[src/rtl/decode_stage_pipelined_if.sv]
// Bus bundle for the LEGv8 decode stage: the IF-side instruction handshake,
// control-unit signals, the write-back port and the ID/EX outputs.
interface decode_stage_pipelined_if #(
    parameter int XLEN = 64,
    parameter int AW   = 5,
    parameter int CW   = 10
);
    logic            if_valid;
    logic [31:0]     if_instr;
    logic [XLEN-1:0] if_pc;
    logic            id_ready;
    logic            ctrl_reg2loc;
    logic [1:0]      ctrl_imm_sel;
    logic            ctrl_use_rn;
    logic            ctrl_use_rm;
    logic            ctrl_mem_read;
    logic [CW-1:0]   ctrl_bundle;
    logic            wb_we;
    logic [AW-1:0]   wb_addr;
    logic [XLEN-1:0] wb_data;
    logic            ex_ready;
    logic            flush;
    logic            ex_valid;
    logic [XLEN-1:0] ex_pc;
    logic [XLEN-1:0] ex_rd1;
    logic [XLEN-1:0] ex_rd2;
    logic [XLEN-1:0] ex_imm;
    logic [AW-1:0]   ex_rn;
    logic [AW-1:0]   ex_rm;
    logic [AW-1:0]   ex_rd;
    logic            ex_mem_read;
    logic [CW-1:0]   ex_ctrl;

    // The decode stage itself
    modport slave (
        input  if_valid, if_instr, if_pc,
        output id_ready,
        input  ctrl_reg2loc, ctrl_imm_sel, ctrl_use_rn, ctrl_use_rm,
        input  ctrl_mem_read, ctrl_bundle,
        input  wb_we, wb_addr, wb_data,
        input  ex_ready, flush,
        output ex_valid, ex_pc, ex_rd1, ex_rd2, ex_imm,
        output ex_rn, ex_rm, ex_rd, ex_mem_read, ex_ctrl
    );

    // The surrounding pipeline (fetch, control, write-back, execute)
    modport master (
        output if_valid, if_instr, if_pc,
        input  id_ready,
        output ctrl_reg2loc, ctrl_imm_sel, ctrl_use_rn, ctrl_use_rm,
        output ctrl_mem_read, ctrl_bundle,
        output wb_we, wb_addr, wb_data,
        output ex_ready, flush,
        input  ex_valid, ex_pc, ex_rd1, ex_rd2, ex_imm,
        input  ex_rn, ex_rm, ex_rd, ex_mem_read, ex_ctrl
    );
endinterface

[src/rtl/decode_stage_pipelined.sv]
// LEGv8 instruction-decode stage: register file with hard-zero register,
// write-back bypass, Reg2Loc operand select, immediate extension, load-use
// hazard detection and the ID/EX pipeline register with valid/ready flow.
module decode_stage_pipelined #(
    parameter int XLEN     = 64,
    parameter int NREGS    = 32,
    parameter int ZERO_REG = 31,
    parameter int CW       = 10
) (
    input  logic clk,
    input  logic rst_n,
    decode_stage_pipelined_if.slave bus
);
    localparam int AW = $clog2(NREGS);
    localparam logic [AW-1:0] ZERO_ADDR = AW'(ZERO_REG);

    logic [XLEN-1:0] regs [NREGS];
    logic [AW-1:0]   rn_addr;
    logic [AW-1:0]   rm_addr;
    logic [AW-1:0]   rd_addr;
    logic [XLEN-1:0] rd1_val;
    logic [XLEN-1:0] rd2_val;
    logic [XLEN-1:0] imm_val;
    logic            hazard;
    logic            load_en;

    assign rn_addr = AW'(bus.if_instr[9:5]);
    assign rd_addr = AW'(bus.if_instr[4:0]);
    // Reg2Loc: stores/CBZ name their second operand in the Rt field
    assign rm_addr = bus.ctrl_reg2loc ? AW'(bus.if_instr[4:0]) : AW'(bus.if_instr[20:16]);

    // Register file write port; the zero register is never written so it stays 0
    always_ff @(posedge clk or negedge rst_n) begin
        if (!rst_n) begin
            for (int i = 0; i < NREGS; i++) begin
                regs[i] <= '0;
            end
        end else if (bus.wb_we && (bus.wb_addr != ZERO_ADDR)) begin
            regs[bus.wb_addr] <= bus.wb_data;
        end
    end

    // Operand reads: zero register first, then same-cycle write-back bypass
    always_comb begin
        rd1_val = regs[rn_addr];
        if (rn_addr == ZERO_ADDR) begin
            rd1_val = '0;
        end else if (bus.wb_we && (bus.wb_addr == rn_addr)) begin
            rd1_val = bus.wb_data;
        end
        rd2_val = regs[rm_addr];
        if (rm_addr == ZERO_ADDR) begin
            rd2_val = '0;
        end else if (bus.wb_we && (bus.wb_addr == rm_addr)) begin
            rd2_val = bus.wb_data;
        end
    end

    // Immediate extraction; I-format is unsigned, the others sign-extend.
    // The <<2 for branch offsets is left to EX.
    always_comb begin
        imm_val = '0;
        unique case (bus.ctrl_imm_sel)
            2'b00:   imm_val = {{(XLEN-9){bus.if_instr[20]}},  bus.if_instr[20:12]};
            2'b01:   imm_val = {{(XLEN-12){1'b0}},             bus.if_instr[21:10]};
            2'b10:   imm_val = {{(XLEN-19){bus.if_instr[23]}}, bus.if_instr[23:5]};
            default: imm_val = {{(XLEN-26){bus.if_instr[25]}}, bus.if_instr[25:0]};
        endcase
    end

    // Load-use hazard and handshake; deliberately independent of wb_*
    always_comb begin
        hazard = bus.ex_valid && bus.ex_mem_read && (bus.ex_rd != ZERO_ADDR) && bus.if_valid &&
                 ((bus.ctrl_use_rn && (rn_addr == bus.ex_rd)) ||
                  (bus.ctrl_use_rm && (rm_addr == bus.ex_rd)));
        load_en      = bus.ex_ready || !bus.ex_valid;
        bus.id_ready = load_en && !hazard;
    end

    // ID/EX register: flush beats stall, stall holds, hazard inserts a bubble
    always_ff @(posedge clk or negedge rst_n) begin
        if (!rst_n) begin
            bus.ex_valid    <= 1'b0;
            bus.ex_pc       <= '0;
            bus.ex_rd1      <= '0;
            bus.ex_rd2      <= '0;
            bus.ex_imm      <= '0;
            bus.ex_rn       <= '0;
            bus.ex_rm       <= '0;
            bus.ex_rd       <= '0;
            bus.ex_mem_read <= 1'b0;
            bus.ex_ctrl     <= '0;
        end else if (bus.flush) begin
            bus.ex_valid <= 1'b0;
        end else if (!load_en) begin
            bus.ex_valid <= bus.ex_valid;
        end else if (hazard) begin
            bus.ex_valid <= 1'b0;
        end else begin
            bus.ex_valid    <= bus.if_valid;
            bus.ex_pc       <= bus.if_pc;
            bus.ex_rd1      <= rd1_val;
            bus.ex_rd2      <= rd2_val;
            bus.ex_imm      <= imm_val;
            bus.ex_rn       <= rn_addr;
            bus.ex_rm       <= rm_addr;
            bus.ex_rd       <= rd_addr;
            bus.ex_mem_read <= bus.ctrl_mem_read;
            bus.ex_ctrl     <= bus.ctrl_bundle;
        end
    end
endmodule

[src/flat_wrapper.sv]
// flat-port wrapper written by rule: the top's interface ports become plain ports
module decode_stage_pipelined_flat 
#(
    parameter int XLEN     = 64,
    parameter int NREGS    = 32,
    parameter int ZERO_REG = 31,
    parameter int CW       = 10
)
  (clk, rst_n, bus_if_valid, bus_if_instr, bus_if_pc, bus_id_ready, bus_ctrl_reg2loc, bus_ctrl_imm_sel, bus_ctrl_use_rn, bus_ctrl_use_rm, bus_ctrl_mem_read, bus_ctrl_bundle, bus_wb_we, bus_wb_addr, bus_wb_data, bus_ex_ready, bus_flush, bus_ex_valid, bus_ex_pc, bus_ex_rd1, bus_ex_rd2, bus_ex_imm, bus_ex_rn, bus_ex_rm, bus_ex_rd, bus_ex_mem_read, bus_ex_ctrl);
  decode_stage_pipelined_if #(.XLEN(XLEN), .AW((5)), .CW(CW)) bus_i ();
  input  logic clk;
  input  logic rst_n;
  input wire logic [$bits(bus_i.if_valid)-1:0] bus_if_valid;
  input wire logic [$bits(bus_i.if_instr)-1:0] bus_if_instr;
  input wire logic [$bits(bus_i.if_pc)-1:0] bus_if_pc;
  output wire logic [$bits(bus_i.id_ready)-1:0] bus_id_ready;
  input wire logic [$bits(bus_i.ctrl_reg2loc)-1:0] bus_ctrl_reg2loc;
  input wire logic [$bits(bus_i.ctrl_imm_sel)-1:0] bus_ctrl_imm_sel;
  input wire logic [$bits(bus_i.ctrl_use_rn)-1:0] bus_ctrl_use_rn;
  input wire logic [$bits(bus_i.ctrl_use_rm)-1:0] bus_ctrl_use_rm;
  input wire logic [$bits(bus_i.ctrl_mem_read)-1:0] bus_ctrl_mem_read;
  input wire logic [$bits(bus_i.ctrl_bundle)-1:0] bus_ctrl_bundle;
  input wire logic [$bits(bus_i.wb_we)-1:0] bus_wb_we;
  input wire logic [$bits(bus_i.wb_addr)-1:0] bus_wb_addr;
  input wire logic [$bits(bus_i.wb_data)-1:0] bus_wb_data;
  input wire logic [$bits(bus_i.ex_ready)-1:0] bus_ex_ready;
  input wire logic [$bits(bus_i.flush)-1:0] bus_flush;
  output wire logic [$bits(bus_i.ex_valid)-1:0] bus_ex_valid;
  output wire logic [$bits(bus_i.ex_pc)-1:0] bus_ex_pc;
  output wire logic [$bits(bus_i.ex_rd1)-1:0] bus_ex_rd1;
  output wire logic [$bits(bus_i.ex_rd2)-1:0] bus_ex_rd2;
  output wire logic [$bits(bus_i.ex_imm)-1:0] bus_ex_imm;
  output wire logic [$bits(bus_i.ex_rn)-1:0] bus_ex_rn;
  output wire logic [$bits(bus_i.ex_rm)-1:0] bus_ex_rm;
  output wire logic [$bits(bus_i.ex_rd)-1:0] bus_ex_rd;
  output wire logic [$bits(bus_i.ex_mem_read)-1:0] bus_ex_mem_read;
  output wire logic [$bits(bus_i.ex_ctrl)-1:0] bus_ex_ctrl;
  assign bus_i.if_valid = bus_if_valid;
  assign bus_i.if_instr = bus_if_instr;
  assign bus_i.if_pc = bus_if_pc;
  assign bus_id_ready = bus_i.id_ready;
  assign bus_i.ctrl_reg2loc = bus_ctrl_reg2loc;
  assign bus_i.ctrl_imm_sel = bus_ctrl_imm_sel;
  assign bus_i.ctrl_use_rn = bus_ctrl_use_rn;
  assign bus_i.ctrl_use_rm = bus_ctrl_use_rm;
  assign bus_i.ctrl_mem_read = bus_ctrl_mem_read;
  assign bus_i.ctrl_bundle = bus_ctrl_bundle;
  assign bus_i.wb_we = bus_wb_we;
  assign bus_i.wb_addr = bus_wb_addr;
  assign bus_i.wb_data = bus_wb_data;
  assign bus_i.ex_ready = bus_ex_ready;
  assign bus_i.flush = bus_flush;
  assign bus_ex_valid = bus_i.ex_valid;
  assign bus_ex_pc = bus_i.ex_pc;
  assign bus_ex_rd1 = bus_i.ex_rd1;
  assign bus_ex_rd2 = bus_i.ex_rd2;
  assign bus_ex_imm = bus_i.ex_imm;
  assign bus_ex_rn = bus_i.ex_rn;
  assign bus_ex_rm = bus_i.ex_rm;
  assign bus_ex_rd = bus_i.ex_rd;
  assign bus_ex_mem_read = bus_i.ex_mem_read;
  assign bus_ex_ctrl = bus_i.ex_ctrl;
  decode_stage_pipelined #(.XLEN(XLEN), .NREGS(NREGS), .ZERO_REG(ZERO_REG), .CW(CW)) u_core (.clk(clk), .rst_n(rst_n), .bus(bus_i));
endmodule
[config.mk]
export PLATFORM = sky130hd
export DESIGN_NAME = decode_stage_pipelined_flat
export DESIGN_NICKNAME = d
export VERILOG_FILES = /design/src/rtl/decode_stage_pipelined_if.sv /design/src/rtl/decode_stage_pipelined.sv /design/src/flat_wrapper.sv
export SDC_FILE = /design/constraint.sdc
export NUM_CORES = 2
export LEC_CHECK = 0
export BUFFER_PORTS_ARGS = -buffer_cell sky130_fd_sc_hd__buf_4
export CORE_MARGIN = 4
export CORE_UTILIZATION = 50
export CTS_CLUSTER_DIAMETER = 40
export DETAILED_ROUTE_END_ITERATION = 8
export GPL_TIMING_DRIVEN = 1
export HOLD_SLACK_MARGIN = 0.15
export PLACE_DENSITY = 0.72
export SLEW_MARGIN = 20
export SYNTH_ARGS = -nofsm -noshare
export SYNTH_HDL_FRONTEND = slang
export SYNTH_SLANG_ARGS = --single-unit
[constraint.sdc]
create_clock -name clk -period 2.93 [get_ports clk]
set_input_delay 0.293 -clock clk [delete_from_list [all_inputs] [get_ports clk]]
set_output_delay 0.293 -clock clk [all_outputs]
set_load 0.05 [all_outputs]
==> results.yml <==
logic_synthesis:
  ys_seq_area_share_pct: 47.8
  syn_area_um2: 120000
  synth_edf_count: 0
  syn_inst: 9923
  synth_nets: 10100
  ys.warnings.count: 0
  async_reset_ff_share_pct: 100
  ys_seq_elements: 2293
  ys_types: 48
  synth-main-ff-cell: "dfrtp_1"
  syn_avg_cell_area_um2: 12.1
critical_path:
  cp_slowest_stage_delay_ns: 0.45
  critPathTopFamily: "compound AO/OA/AOI/OAI gates"
  regToRegSetupSlack_ns: 0.06
  required_ns: 3.77
  crit_start: "u_core.bus.ex_rd[1]"
  reg2reg_depth: 9
  cp-end-kind: "flop"
  cp-start-kind: "flop"
  cp.arrival_ns: 3.71
  cp-endpoint: "u_core.bus.ex_rd1[33]"
  cp_max_fo: 31
  reg2reg_to: "u_core.bus.ex_rd1[33]"
  cp.depth: 9
  path_class: "flop to flop"
  path_buf_inv: 3
  cp_common_cell: "buf_4"
  path_cells: "and3_1 -> a31oi_1 -> a41oi_1 -> o211ai_4 -> buf_4 -> buf_4 -> nor3_2 -> buf_12 -> a221o_1"
  critPathSlowestCell: "dfrtp_1"
  reg2reg_from: "u_core.bus.ex_rd[1]"
clock_tree:
  clk_latency_ns: 0.95
  htreeDepth: 5
  clock_path_buffers: 4
  clk_pin_slew_ns: 0.06
  cts_tree: "yes"
  cts_buffers: 372
  cts-root-buf: "clkbuf_16"
  clkSinkCount: 2293
drt:
  viasPerCell: 6.72
  drt_iter0_drc: 12200
  drt-total-wl_mm: 417
  antenna_left: 0
  vias: 93300
  wl_per_cell_um: 30.0
  drc: 0
  first_pass_iters: 6
placement:
  routabilityCongestion: 0.855
  hpwlAfterDp_mm: 234
  dp_cells: 12900
  portBuffers: 464
floorplanning:
  io_pins: 471
  die_area_um2: 248000
  core_um2: 238000
  die_y_um: 498
  fp.dieW_um: 498
  row_count: 179
  start_util_pct: 50.4
finish:
  utilization_pct: 61.0
  drive_above_1_share_pct: 39.9
  syn2layout_area_growth_pct: 21.1
  final_common_cell: "dfrtp_1"
  stdcell_count: 13900
  nets: 10600
  final_cell_mix: "2290 x dfrtp_1, 1992 x mux2_2, 1841 x nand2_1"
outcome:
  status: "complete, no violations"
sta:
  max_freq_mhz: 349
  slew_headroom_pct: 20.0
  timing.final.setup_violations: 0
  period_needed_ns: 2.87
  fin_tns_setup_ns: 0
  slew_viol_final: 0
  hold_viol: 0
  rsz0062_at_grt: "yes"
  finClkSkew_ns: 0.0915
  tightest_slew_ns: 1.20
  min_period_over_period_pct: 97.9
pwr:
  power_mw: 111
  p_per_area_nw_per_um2: 760
  peakVddDrop_v: 0.000548
  p_leak_nw: 64.9
run:
  maxCapViolations: 0
global_routing:
  grt_overflow: 0
  grt_util_all_layers_pct: 33.1
  grt_max_degree: 134
  grt_pass1_vias: 95600
  antenna_found_initial: 11
  grt_pass1_wl_mm: 624
hold_path:
  hold_path.class: "primary input to flop"
## routing by layer
metal	up-vias	global-route usage, %	wire [um]
li1	37400	-	-
met1	48000	43.3	155000
met2	6367	50.3	189000
met3	1559	9.33	49000
met4	2	17.5	24300
met5	-	0	13
## per-stage QoR
step / instance area [um^2] / setup WS, ns / hold WS [ns]
after floorplan: 120000 / 0.0664 / -0.00259
after global placement: 130000 / -0.371 / 0.380
after detailed placement: 130000 / -0.210 / 0.371
after CTS: 145000 / 0.0127 / 0.167
after global routing: 145000 / -0.00689 / 0.223
final: 145000 / 0.0629 / 0.231
## registers in the layout (all words and copies together) (netlist names)
register	cells
u_core.regs	2048
u_core.bus.ex_imm	26
u_core.bus.ex_mem_read	1
u_core.bus.ex_rd2	64
u_core.bus.ex_rm	5
u_core.bus.ex_ctrl	10
u_core.bus.ex_rn	5
u_core.bus.ex_pc	64
u_core.bus.ex_rd	5
u_core.bus.ex_valid	1
u_core.bus.ex_rd1	64
## synthesized netlist by cell type (2+ instances only)
cell,instances,area share (%)
nor3_1,3,0.013
or3_1,63,0.33
xor2_1,9,0.066
inv_1,2,0.0063
nand3b_1,5,0.031
o21ai_0,150,0.63
a221oi_1,126,0.92
mux4_2,653,12
nand3_1,518,2.2
mux2i_2,2,0.023
nor3b_1,5,0.031
a22o_1,64,0.47
nor2b_1,4,0.021
a221o_1,64,0.53
clkbuf_1,890,2.8
nor2_1,84,0.26
buf_4,39,0.24
buf_2,66,0.28
mux2i_1,322,2.7
a32oi_1,63,0.46
a21oi_1,82,0.34
a311oi_1,126,0.92
nand3_2,2,0.017
buf_1,81,0.25
o31ai_1,2,0.013
nand2_1,1857,5.8
mux2_2,1996,19
a41oi_1,2,0.015
nor4_1,3,0.016
xnor2_1,11,0.080
and3_1,193,1.0
dfrtp_1,2293,48
a31oi_1,128,0.67
## worst min path at each step
stage                         start                    end  slack (ns)  cells past startpoint
floorplan                     rst_n  u_core.bus.ex_ctrl[0]      -0.003                      0
global placement              rst_n       u_core.regs[330]        0.38                      1
detailed placement            rst_n       u_core.regs[330]        0.37                      1
CTS                 bus_if_instr[1]    u_core.bus.ex_rd[1]        0.17                      4
global route        bus_if_instr[1]    u_core.bus.ex_rd[1]        0.22                      4
finish              bus_if_instr[1]    u_core.bus.ex_rd[1]        0.23                      4
## cells by family (layout without fill, tap and decap cells)
kind of cell | Yosys count | count (layout) | share of synthesized area (%)
mux | 2974 | 2974 | 33.7
simple gates | 2744 | 2744 | 9.74
buf+inv | 1078 | 1872 | 3.56
compound gates | 814 | 814 | 5.02
xor+xnor | 20 | 20 | 0.146
flops | 2293 | 2293 | 47.8
other cells | 0 | 7 | 0
## layout make-up
| class | instances | area (um^2) |
|---|---|---|
| diodes | 7 | 17.5 |
| clock buffers | 440 | 10100 |
| clock inverters | 224 | 2620 |
| fillers | 17600 | 92900 |
| inverters | 2 | 7.51 |
| multi-input cells | 6552 | 58800 |
| flip-flops and latches | 2293 | 57400 |
| well taps | 3167 | 3960 |
| repair buffers | 1206 | 12500 |
## tightest hold or removal path: stages
cell	delay [ns]
dlygate4sd3_1	0.55
buf_4	0.18
nand2_1	0.07
nand2_1	0.04
## where the power goes
| part | switching, mW | total, mW | internal [mW] |
|---|---|---|---|
| Clock | 16.6 | 44.7 | 28.1 |
| Sequential | 4.96 | 42.7 | 37.7 |
| Combinational | 11.7 | 23.2 | 11.5 |
| Total | 33.2 | 111 | 77.3 |
## repair_timing
action,CTS,global route
pin swaps,2,0
hold endpoints to repair,4217,0
hold buffers,271,0
buffers inserted,2,0
setup endpoints to repair,1,4
gates resized for setup,10,2
Note: power is estimated with default switching activity, not from simulation.
